**src/rtl/param_seq_counter_pkg.sv**
```systemverilog
// Shared constants, step classification and the binary-to-Gray helper
// for the parameterised up/down counter.
package param_seq_counter_pkg;

  localparam int unsigned DEFAULT_WIDTH     = 3;
  localparam int unsigned DEFAULT_RESET_VAL = 0;
  localparam int unsigned GRAY_MAX_W        = 32;

  typedef enum logic [2:0] {
    STEP_HOLD,
    STEP_LOAD,
    STEP_INC,
    STEP_DEC,
    STEP_BOUND,
    STEP_RANGE
  } step_e;

  function automatic logic [GRAY_MAX_W-1:0] to_gray(input logic [GRAY_MAX_W-1:0] bin);
    return bin ^ (bin >> 1);
  endfunction

endpackage

```
**src/rtl/param_seq_counter_bin2gray.sv**
```systemverilog
// Combinational binary-to-Gray converter of configurable width.
module bin2gray
  import param_seq_counter_pkg::*;
#(
  parameter int unsigned WIDTH = DEFAULT_WIDTH
) (
  input  logic [WIDTH-1:0] bin,
  output logic [WIDTH-1:0] gray
);

  always_comb begin
    gray = WIDTH'(to_gray(GRAY_MAX_W'(bin)));
  end

endmodule

```
**src/rtl/param_seq_counter.sv**
```systemverilog
// Modulo up/down counter with load, saturate/wrap choice, Gray output view
// and a registered terminal-count pulse.
module param_seq_counter
  import param_seq_counter_pkg::*;
#(
  parameter int unsigned WIDTH     = DEFAULT_WIDTH,
  parameter int unsigned RESET_VAL = DEFAULT_RESET_VAL
) (
  input  logic             clk,
  input  logic             rst,
  input  logic             en,
  input  logic             load,
  input  logic [WIDTH-1:0] load_val,
  input  logic             dir,
  input  logic             sat,
  input  logic             gray,
  input  logic [WIDTH-1:0] mod_max,
  output logic [WIDTH-1:0] count,
  output logic [WIDTH-1:0] bin_count,
  output logic             tc
);

  logic [WIDTH-1:0] cnt_q, cnt_d;
  logic             tc_q, tc_d;
  logic [WIDTH-1:0] gray_code;
  step_e            step;

  // An out-of-range value (mod_max lowered beneath it) is handled before the
  // direction-specific boundaries so dir cannot influence the recovery.
  always_comb begin
    step = STEP_HOLD;
    if (load) begin
      step = STEP_LOAD;
    end else if (en) begin
      if (cnt_q > mod_max) begin
        step = STEP_RANGE;
      end else if (dir) begin
        step = (cnt_q == mod_max) ? STEP_BOUND : STEP_INC;
      end else begin
        step = (cnt_q == '0) ? STEP_BOUND : STEP_DEC;
      end
    end
  end

  always_comb begin
    cnt_d = cnt_q;
    tc_d  = 1'b0;
    unique case (step)
      STEP_HOLD: cnt_d = cnt_q;
      STEP_LOAD: cnt_d = (load_val > mod_max) ? mod_max : load_val;
      STEP_INC:  cnt_d = cnt_q + WIDTH'(1);
      STEP_DEC:  cnt_d = cnt_q - WIDTH'(1);
      STEP_BOUND: begin
        tc_d = 1'b1;
        if (dir) cnt_d = sat ? mod_max : '0;
        else     cnt_d = sat ? '0 : mod_max;
      end
      STEP_RANGE: begin
        tc_d  = 1'b1;
        cnt_d = sat ? mod_max : '0;
      end
      default: cnt_d = cnt_q;
    endcase
  end

  always_ff @(posedge clk) begin
    if (rst) begin
      cnt_q <= WIDTH'(RESET_VAL);
      tc_q  <= 1'b0;
    end else begin
      cnt_q <= cnt_d;
      tc_q  <= tc_d;
    end
  end

  bin2gray #(.WIDTH(WIDTH)) u_bin2gray (
    .bin  (cnt_q),
    .gray (gray_code)
  );

  always_comb begin
    bin_count = cnt_q;
    count     = gray ? gray_code : cnt_q;
    tc        = tc_q;
  end

endmodule

```
**config.mk**
```make
export PLATFORM = sky130hd
export DESIGN_NAME = param_seq_counter
export DESIGN_NICKNAME = d
export VERILOG_FILES = /design/src/rtl/param_seq_counter_pkg.sv /design/src/rtl/param_seq_counter_bin2gray.sv /design/src/rtl/param_seq_counter.sv
export SDC_FILE = /design/constraint.sdc
export NUM_CORES = 1
export LEC_CHECK = 0
export CAP_MARGIN = 20
export CORE_AREA = 2 2 39 41
export CTS_CLUSTER_DIAMETER = 60
export DETAILED_ROUTE_END_ITERATION = 16
export DIE_AREA = 0 0 41 43
export DONT_BUFFER_PORTS = 1
export PLACE_DENSITY_LB_ADDON = 0.25
export SETUP_SLACK_MARGIN = 0.2
export SKIP_CTS_REPAIR_TIMING = 1
export SYNTH_ARGS = -nofsm -noshare
export SYNTH_HDL_FRONTEND = slang
export SYNTH_SLANG_ARGS = --single-unit
```
**constraint.sdc**
```tcl
create_clock -name clk -period 7.4 [get_ports clk]
set_input_delay 1.48 -clock clk [delete_from_list [all_inputs] [get_ports clk]]
set_output_delay 1.48 -clock clk [all_outputs]
set_load 0.01 [all_outputs]
```
==> results of run 1 <==
-- metrics by stage --
| step | setup WS [ns] | util | std cells | cell area, um^2 | total power, W |
|---|---|---|---|---|---|
| floorplan | 3.686 | - | 69 | 563.0 | 0.00006542 |
| global placement | 3.557 | 0.4078 | 83 | 564.3 | 0.00007113 |
| detailed placement | 3.538 | 0.4078 | 83 | 564.3 | 0.00007179 |
| global route | 3.650 | 0.4241 | 86 | 586.8 | 0.0001065 |
| CTS | 3.783 | 0.4241 | 86 | 586.8 | 0.00009999 |
| finish | 3.767 | 0.4241 | 86 | 586.8 | 0.00009731 |
-- where the power goes --
part / total (W) / internal [W] / switching [W]
sequential: 0.0000296 / 0.0000240 / 0.00000565
combinational: 0.0000415 / 0.0000184 / 0.0000231
clock: 0.0000262 / 0.0000181 / 0.00000808
total: 0.0000973 / 0.0000605 / 0.0000368
-- layout make-up --
| class | count | share of cell area |
|---|---|---|
| sequential | 4 | 0.1365 |
| clock buffer | 3 | 0.03838 |
| inverter | 6 | 0.03838 |
| multi-input combinational | 57 | 0.7527 |
| tap | 16 | 0.03412 |
-- worst register-to-register path, delay by kind of cell, from the launching register on --
| kind | cells | cell delay, ns |
|---|---|---|
| compound gates | 5 | 1.30 |
| fa+ha+maj | 2 | 0.76 |
| flops | 1 | 0.57 |
| simple gates | 2 | 0.22 |
-- routing by layer --
| layer | routed length (um) | vias to the layer above |
|---|---|---|
| li1 | - | 269 |
| met1 | 591 | 232 |
| met2 | 614 | 10 |
| met3 | 62 | 0 |
| met4 | 0 | 0 |
| met5 | 0 | - |
-- sequential cells by signal (all words and copies together) (netlist names) --
register,count
bin_count,3
tc,1
-- cell usage in the layout (no fill, tap or decap), drive strengths merged, types with 3 or more instances in the layout --
cell type / Yosys / routed
nand3: 3 / 3
o21ai: 4 / 4
nand2: 4 / 4
nor2: 3 / 3
a21oi: 5 / 5
clkbuf: 0 / 3
nand2b: 3 / 3
dfxtp: 4 / 4
ha: 7 / 7
inv: 6 / 6
-- path summary, 6_finish.rpt --
path	from	endpoint	slack (ns)	depth (start not counted)
worst max-delay path	mod_max[2]	bin_count[2]$_SDFFE_PP0P_	3.77	10
worst min-delay path	bin_count[2]$_SDFFE_PP0P_	bin_count[2]$_SDFFE_PP0P_	0.72	2
worst max register to register	bin_count[2]$_SDFFE_PP0P_	bin_count[2]$_SDFFE_PP0P_	4.46	9
worst min register to register	bin_count[2]$_SDFFE_PP0P_	bin_count[2]$_SDFFE_PP0P_	0.72	2
-- logic make-up after synthesis --
kind of cell / after synthesis / share of synthesized area
buffers and inverters: 8 / 0.07333
muxes: 2 / 0.03556
and+or+nand+nor: 22 / 0.2267
AOI/OAI and AO/OA: 24 / 0.3156
xor gates and xnor gates: 1 / 0.01556
DFF: 4 / 0.1422
adders and majority gates: 8 / 0.1911
==> flow_metrics.env, run 1 <==
export IMPL_grt_usage=0.1678
export IMPL_post_route_period_util=0.4910
export IMPL_wl_per_cell_um=14.74
export IMPL_grt_max_degree=10
export IMPL_nets=93
export IMPL_cpPeakStageDelay_ns=0.40
export IMPL_grt_use_met2=0.2500
export IMPL_synth_top_cell_by_area="ha_1"
export IMPL_yosysMostFrequentCell="ha_1"
export IMPL_cts_tree="yes"
export IMPL_gp_congestion=0.7038
export IMPL_ios=20
export IMPL_worstMarginPinSlew_ns=0.4270
export IMPL_synth_seq_cells=4
export IMPL_cap_violations=0
export IMPL_fin_skew_ns=0.002432
export IMPL_path_cells="inv_1, ha_1, nand3_1, a21boi_2, nor4b_1, fa_1, a21o_1, a2111o_1, a2111o_1, o211ai_1"
export IMPL_ant_nets=0
export IMPL_via_count=511
export IMPL_crit_type="in2reg"
export IMPL_outcome="finished clean"
export IMPL_cts_buffers=3
export IMPL_rsz0062_at_grt="false"
export IMPL_setup_viol=0
export IMPL_busiest_layer="met2"
export IMPL_hold_viol=0
export IMPL_peakVddDrop_mv=0.07831
export IMPL_finalCriticalPeriod_ns=3.633
export IMPL_met3_usage=0.04712
export IMPL_whs_ns=0.7220
export IMPL_finalMaxSlewViolations=0
export IMPL_synth_edf_count=0
export IMPL_route_detailed_drc=0
export IMPL_slowest_stage="a2111o_1"
export IMPL_fmax_mhz=275.2
export IMPL_hold_path_class="reg2reg"
export IMPL_endpoint_kind="register"
export IMPL_io_buffers=0
export IMPL_syn_avg_cell_area_um2=8.160
export IMPL_antenna_found_initial=0
export IMPL_synth_top_area_share=0.1556
export IMPL_register_area_um2=80.08
export IMPL_dieHeight_um=43
export IMPL_relSlewSlack=0.7150
export IMPL_fill_cells=166
export IMPL_path_common_cell="a2111o_1"
export IMPL_synth_cells=69
export IMPL_clk_pin_slew_ns=0.03
export IMPL_path_buf_inv=1
export IMPL_ys_warnings_count=0
export IMPL_fp_row_count=14
export IMPL_htreeDepth=1
export IMPL_multi_input_area_um2=441.7
export IMPL_dieWidth_um=41
export IMPL_start_util=0.4069
export IMPL_synth_seq_area_share=0.1422
export IMPL_route_final_wire_length_um=1268
export IMPL_first_pass_iters=2
export IMPL_ys_top_cells_by_area="ha_1, dfxtp_1, a2111o_1"
export IMPL_drt_iter0_drc=1
export IMPL_synth_distinct_cells=34
export IMPL_required_ns=7.55
export IMPL_dp_hpwl_um=1050
export IMPL_power_density_nw_per_um2=165.8
export IMPL_cp_max_fo=5
export IMPL_ctsLongestPathBuffers=2
export IMPL_synth_ff_type="dfxtp_1"
export IMPL_start_kind="input port"
export IMPL_async_flop_share=0
export IMPL_synth_common_cells="ha_1, inv_1"
export IMPL_area_growth_pct=4.222
export IMPL_n_antenna_cell=0
export IMPL_syn_area_um2=563.0
export IMPL_grt_first_pass_wirelength_um=2056
export IMPL_drive_gt1_frac=0.1000
export IMPL_clock_sinks=4
export IMPL_syn_nets=90
export IMPL_dieArea_um2=1763
export IMPL_grt_pass1_vias=467
export IMPL_p_leak_nw=0.2394
export IMPL_use_met1=0.2226
export IMPL_vias_per_cell=5.942
export IMPL_gr_total_overflow=0
export IMPL_path_delay_family="compound AO/OA/AOI/OAI gates"
export IMPL_core_area_um2=1384
export IMPL_worstSkewPairLatency_ns=0.23
export IMPL_setup_tns_ns=0
export IMPL_crit_arrival_ns=3.78
export IMPL_cts_root_buf="clkbuf_4"
Power figures use the tool's default switching activity.
==> run 2: changes to the inputs <==
--- a/config.mk
+++ b/config.mk
@@ -5,6 +5,7 @@
 export SDC_FILE = /design/constraint.sdc
 export NUM_CORES = 1
 export LEC_CHECK = 0
+export ABC_AREA = 1
 export CAP_MARGIN = 20
 export CORE_AREA = 2 2 39 41
 export CTS_CLUSTER_DIAMETER = 60
==> constraint.sdc (replaced) <==
create_clock -name clk -period 3.7 [get_ports clk]
set_input_delay 0.74 -clock clk [delete_from_list [all_inputs] [get_ports clk]]
set_output_delay 0.74 -clock clk [all_outputs]
set_load 0.01 [all_outputs]
==> run 2 against run 1 <==
Compared with the run above: critical path depth up 3; via count rose by 11%; wire length down 5.2%; non-clock buffer count is the same; register-to-register slack lost 3.3 ns; sequential power increased by 95%; clock skew is 0.0029 ns higher; synthesized cell count increased by 29%; count of clock-buffer cells in the layout did not move; worst setup slack lost 2.6 ns; sequential share of layout area decreased by 0.34 points.
==> flow_metrics.env, run 2 <==
export IMPL_outcome="finished clean"
export IMPL_ys_top_cells_by_area="ha_1, dfxtp_1, nand2_1"
export IMPL_cts_buffers=3
export IMPL_route_detailed_drc=0
export IMPL_fin_util=0.4349
export IMPL_async_flop_share=0
export IMPL_route_final_wire_length_um=1202
export IMPL_synth_top_area_share=0.1545
export IMPL_cp_max_fo=6
export IMPL_p_clk_frac=0.268
export IMPL_synth_cells=89
export IMPL_endpoint_kind="register"
export IMPL_grt_first_pass_wirelength_um=2056
export IMPL_gr_total_overflow=0
export IMPL_final_common_cell="nand2_1"
export IMPL_path_cells="ha_1, a21oi_1, nand2_1, nand2_2, nand2_2, nor4_1, fa_1, nand2_1, nand2_1, inv_1, nand2_1, nand2_1, a21oi_2"
export IMPL_synth_seq_cells=4
export IMPL_start_util=0.4096
export IMPL_vias_per_cell=5.290
export IMPL_ant_nets=0
export IMPL_cap_violations=0
export IMPL_n_antenna_cell=0
export IMPL_rsz0062_at_grt="false"
export IMPL_dpl_cell_area_um2=579.3
export IMPL_power_density_nw_per_um2=334.8
export IMPL_syn_area_um2=566.8
export IMPL_synth_seq_area_share=0.1413
export IMPL_fmax_mhz=392.5
export IMPL_worstSkewPairLatency_ns=0.24
export IMPL_worstHoldPathCells=1
export IMPL_clk_pin_slew_ns=0.04
export IMPL_fp_row_count=14
export IMPL_wl_per_cell_um=11.23
export IMPL_synth_edf_count=0
export IMPL_relSlewSlack=0.7300
export IMPL_cts_tree="yes"
export IMPL_dp_hpwl_um=1038
export IMPL_cts_root_buf="clkbuf_4"
export IMPL_setup_tns_ns=0
export IMPL_antenna_found_initial=0
export IMPL_syn_nets=110
export IMPL_hold_viol=0
export IMPL_start_kind="register"
export IMPL_yosysMostFrequentCell="nand2_1"
export IMPL_dieArea_um2=1763
export IMPL_switchingPower_w=0.00008463
export IMPL_core_area_um2=1384
export IMPL_peakVddDrop_mv=0.1370
export IMPL_mostFrequentLayoutCells="nand2_1, inv_1, ha_1"
export IMPL_fin_skew_ns=0.005381
export IMPL_seq_power_share=0.287
export IMPL_post_route_period_util=0.6886
export IMPL_cpPeakStageDelay_ns=0.56
export IMPL_htreeDepth=1
export IMPL_p_sw_frac=0.4201
export IMPL_worstReg2RegEnd="bin_count[1]$_SDFFE_PP0P_"
export IMPL_largest_register_ffs=3
export IMPL_worstMarginPinSlew_ns=0.4044
export IMPL_area_growth_pct=6.181
export IMPL_hold_path_class="in2reg"
export IMPL_min_from="rst"
export IMPL_r2r_slack_ns=1.15
export IMPL_path_common_cell="nand2_1"
export IMPL_ys_warnings_count=0
export IMPL_synth_common_cells="nand2_1, inv_1, ha_1"
export IMPL_worst_hold_path_endpoint="bin_count[1]$_SDFFE_PP0P_"
export IMPL_p_leak_nw=0.3307
export IMPL_final_area_um2=601.8
export IMPL_internal_power_w=0.0001168
export IMPL_clock_sinks=4
export IMPL_dieHeight_um=43
export IMPL_ctsLongestPathBuffers=2
export IMPL_finalMaxSlewViolations=0
export IMPL_io_buffers=0
export IMPL_nets=114
export IMPL_synth_top_cell_by_area="ha_1"
export IMPL_ios=20
export IMPL_via_count=566
export IMPL_r2r_start="bin_count[2]$_SDFFE_PP0P_"
export IMPL_crit_arrival_ns=2.68
export IMPL_syn_avg_cell_area_um2=6.368
export IMPL_slowest_stage="dfxtp_1"
export IMPL_grt_usage=0.1650
export IMPL_crit_type="reg2reg"
export IMPL_required_ns=3.83
export IMPL_first_pass_iters=4
export IMPL_synth_distinct_cells=19
export IMPL_p_comb_frac=0.445
export IMPL_finalCriticalPeriod_ns=2.548
export IMPL_grt_pass1_vias=535
export IMPL_grt_max_degree=7
export IMPL_dieWidth_um=41
export IMPL_placed_cells=104
export IMPL_layout_cells_non_filler=107
export IMPL_drt_iter0_drc=12
export IMPL_report_power_total_w=0.0002015
export IMPL_gp_congestion=0.7431
export IMPL_drive_gt1_frac=0.1648
export IMPL_synth_ff_type="dfxtp_1"
export IMPL_setup_viol=0
export IMPL_reg2reg_depth=13
-- run 2: changes by cell type in the layout (fill, tap and decap cells not counted), moves of 3 or more --
cell / before / now
nand4_1: 1 / 6
xor2_1: 0 / 3
inv_1: 6 / 16
nand2_1: 4 / 21
nand2_2: 0 / 6
-- run 2: logic make-up (layout without fill, tap and decap cells) --
family          count (synthesis)  after routing  share of synthesized area
simple gates                   44             44                     0.3731
flops                           4              4                     0.1413
buf+inv                        19             21                     0.1325
compound gates                 11             11                     0.1170
fa+ha+maj                       8              8                     0.1898
xor+xnor                        3              3                    0.04637
-- run 2: worst max-delay path, delay by kind of cell, from the launching register on --
| kind | cells | cell delay, ns |
|---|---|---|
| buffers and inverters | 1 | 0.05 |
| and+or+nand+nor | 8 | 0.83 |
| adders and majority gates | 2 | 0.81 |
| AOI/OAI and AO/OA | 2 | 0.20 |
| DFF | 1 | 0.56 |
-- run 2: power groups by stage --
stage | combinational, W | sequential (W) | clock (W)
floorplan | 0.0000778 | 0.0000558 | 0
global placement | 0.0000874 | 0.0000585 | 0
detailed placement | 0.0000899 | 0.0000587 | 0
CTS | 0.0000903 | 0.0000580 | 0.0000554
global route | 0.000103 | 0.0000588 | 0.0000596
finish | 0.0000897 | 0.0000577 | 0.0000540
-- run 2: per-layer routing --
| layer | global-route usage | wire (um) |
|---|---|---|
| met1 | 0.2104 | 558 |
| met2 | 0.2563 | 595 |
| met3 | 0.02618 | 35 |
| met4 | 0.08000 | 13 |
| met5 | 0 | 0 |
-- run 2: through the flow --
stage | hold slack [ns] | setup WS [ns]
2_1_floorplan | 0.5739 | 1.096
4_1_cts | 0.5584 | 1.116
3_5_place_dp | 0.6283 | 0.9063
6_report | 0.5625 | 1.152
3_3_place_gp | 0.6283 | 0.9192
5_1_grt | 0.5548 | 0.9834
-- run 2: area by class of cell --
class                      count  area [um^2]
clock buffer                   3        22.52
fill                         144        782.0
inverter                      18        67.56
multi-input combinational     66        411.6
sequential                     4        80.08
tap                           16        20.02
-- run 2: worst max-delay path by stage --
stage          slack, ns                         to                      start
2_1_floorplan       1.10  bin_count[1]$_SDFFE_PP0P_                 mod_max[2]
3_3_place_gp        0.92  bin_count[1]$_SDFFE_PP0P_                 mod_max[2]
3_5_place_dp        0.91  bin_count[1]$_SDFFE_PP0P_                 mod_max[2]
4_1_cts             1.12  bin_count[1]$_SDFFE_PP0P_  bin_count[2]$_SDFFE_PP0P_
5_1_grt             0.98  bin_count[2]$_SDFFE_PP0P_  bin_count[2]$_SDFFE_PP0P_
6_report            1.15  bin_count[1]$_SDFFE_PP0P_  bin_count[2]$_SDFFE_PP0P_
==> run 3: changes to the inputs <==
==> constraint.sdc (replaced) <==
create_clock -name clk -period 2.3 [get_ports clk]
set_input_delay 0.46 -clock clk [delete_from_list [all_inputs] [get_ports clk]]
set_output_delay 0.46 -clock clk [all_outputs]
set_load 0.01 [all_outputs]
==> run 3 against run 2 <==
Compared with the run above: register-to-register slack worse by 0.95 ns; non-clock buffer count is 5 higher; count of clock-buffer cells in the layout stayed put; via count is 2.1% higher; worst setup slack worse by 0.95 ns; sequential power is 51% higher; cell count is 4.7% higher; combinational power is 140% higher; clock skew is 0.0041 ns lower; clock power is 67% higher; sequential share of layout area is 2.1 points lower; largest cell class unchanged; highest routed layer unchanged.
==> flow_metrics.env, run 3 (synthesis gave the netlist of run 2 again) <==
export IMPL_ctsLongestPathBuffers=2
export IMPL_p_sw_frac=0.4216
export IMPL_largest_register_ffs=3
export IMPL_multi_input_area_um2=503.0
export IMPL_mostFrequentLayoutCells="nand2_1, inv_1, nand2_2"
export IMPL_route_detailed_drc=0
export IMPL_crit_arrival_ns=2.23
export IMPL_worstSkewPairLatency_ns=0.24
export IMPL_cts_root_buf="clkbuf_4"
export IMPL_fill_cells=145
export IMPL_fin_skew_ns=0.001294
export IMPL_path_cells="inv_4, ha_4, nand3_2, nand2_2, nand2_4, nor4_4, fa_2, nand2_1, nand2_1, inv_2, nand2_2, nand2_2, a21oi_2"
export IMPL_finalMaxSlewViolations=0
export IMPL_antenna_found_initial=0
export IMPL_crit_type="reg2reg"
export IMPL_power_density_nw_per_um2=518.6
export IMPL_dieWidth_um=41
export IMPL_startpoint="bin_count[0]$_SDFFE_PP0P_"
export IMPL_dieArea_um2=1763
export IMPL_peakVddDrop_mv=0.2302
export IMPL_route_final_wire_length_um=1384
export IMPL_wl_per_cell_um=12.36
export IMPL_htreeDepth=1
export IMPL_worstMarginPinSlew_ns=0.3463
export IMPL_ant_nets=0
export IMPL_switchingPower_w=0.0001639
export IMPL_gp_congestion=0.7769
export IMPL_fmax_mhz=475.7
export IMPL_gr_total_overflow=0
export IMPL_rsz0062_at_grt="true"
export IMPL_endpoint_kind="register"
export IMPL_register_area_um2=83.83
export IMPL_whs_ns=0.2751
export IMPL_setup_tns_ns=0
export IMPL_dieHeight_um=43
export IMPL_grt_usage=0.1846
export IMPL_grt_first_pass_wirelength_um=2249
export IMPL_start_kind="register"
export IMPL_dp_hpwl_um=1140
export IMPL_setup_viol=0
export IMPL_clock_sinks=4
export IMPL_hold_viol=0
export IMPL_path_common_cell="nand2_2"
export IMPL_drt_iter0_drc=5
export IMPL_cts_tree="yes"
export IMPL_slowest_stage="fa_2"
export IMPL_post_route_period_util=0.9139
export IMPL_drive_gt1_frac=0.4167
export IMPL_outcome="finished clean"
export IMPL_via_count=578
export IMPL_required_ns=2.43
export IMPL_clk_pin_slew_ns=0.04
export IMPL_first_pass_iters=4
export IMPL_start_util=0.4096
export IMPL_p_clk_frac=0.232
export IMPL_final_common_cell="nand2_1"
export IMPL_hold_path_class="in2reg"
export IMPL_grt_max_degree=6
export IMPL_fp_row_count=14
export IMPL_vias_per_cell=5.161
export IMPL_relSlewSlack=0.7683
export IMPL_core_area_um2=1384
export IMPL_finalCriticalPeriod_ns=2.102
export IMPL_nets=119
export IMPL_n_antenna_cell=0
export IMPL_cts_buffers=3
export IMPL_cp_max_fo=5
export IMPL_p_comb_frac=0.545
export IMPL_area_growth_pct=32.23
export IMPL_internal_power_w=0.0002248
export IMPL_p_leak_nw=0.3612
export IMPL_cap_violations=0
export IMPL_grt_pass1_vias=574
export IMPL_cpPeakStageDelay_ns=0.47
export IMPL_r2r_start="bin_count[0]$_SDFFE_PP0P_"
export IMPL_min_from="rst"
export IMPL_ios=20
export IMPL_seq_power_share=0.224
export IMPL_io_buffers=0
==> run 3: cell type report <==
class,instances,area share
clock buffers,3,0.03005
inverters,18,0.1102
multi-input cells,66,0.6711
flip-flops and latches,4,0.1119
well taps,16,0.02671
repair buffers,5,0.05008
==> run 3: critical path, delay by kind of cell, from the launching register on <==
family	cells	cell delay, ns
buffers and inverters	2	0.12
AO/OA/AOI/OAI	1	0.05
AND/OR/NAND/NOR	8	0.76
flip-flops	1	0.35
adder cells (fa/ha/maj)	2	0.73
==> run 3: power by group through the flow <==
stage / registers (W) / logic (W) / clock network [W]
2_1_floorplan: 0.0000931 / 0.000150 / 0
3_3_place_gp: 0.0000870 / 0.000192 / 0
3_5_place_dp: 0.0000870 / 0.000197 / 0
4_1_cts: 0.0000859 / 0.000198 / 0.0000941
5_1_grt: 0.0000882 / 0.000241 / 0.0000997
6_report: 0.0000870 / 0.000212 / 0.0000900
==> run 3: through the flow <==
| step | utilization | setup WS [ns] | total power (W) | instance area (um^2) | std cells |
|---|---|---|---|---|---|
| after detailed placement | 0.4946 | 0.01986 | 0.0002841 | 684.4 | 108 |
| after CTS | 0.5109 | 0.06083 | 0.0003779 | 706.9 | 111 |
| after global placement | 0.4946 | 0.07525 | 0.0002795 | 684.4 | 108 |
| final | 0.5416 | 0.1979 | 0.0003887 | 749.5 | 112 |
| after floorplan | - | 0.1075 | 0.0002431 | 641.9 | 89 |
| after global routing | 0.5416 | 0.02020 | 0.0004293 | 749.5 | 112 |
==> run 3: routing by layer <==
metal  vias up  track usage  share of wire
met3         2      0.07853          0.059
met2        17       0.2906           0.51
li1        300            -              -
met4         0      0.04000          0.013
met5         -            0              0
met1       259       0.2244           0.42
==> run 3: path summary, 6_finish.rpt <==
check	to	slack [ns]	depth (start not counted)
setup / recovery	bin_count[1]$_SDFFE_PP0P_	0.20	13
hold / removal	bin_count[1]$_SDFFE_PP0P_	0.28	1
setup reg to reg	bin_count[1]$_SDFFE_PP0P_	0.20	13
hold reg to reg	bin_count[0]$_SDFFE_PP0P_	0.60	4
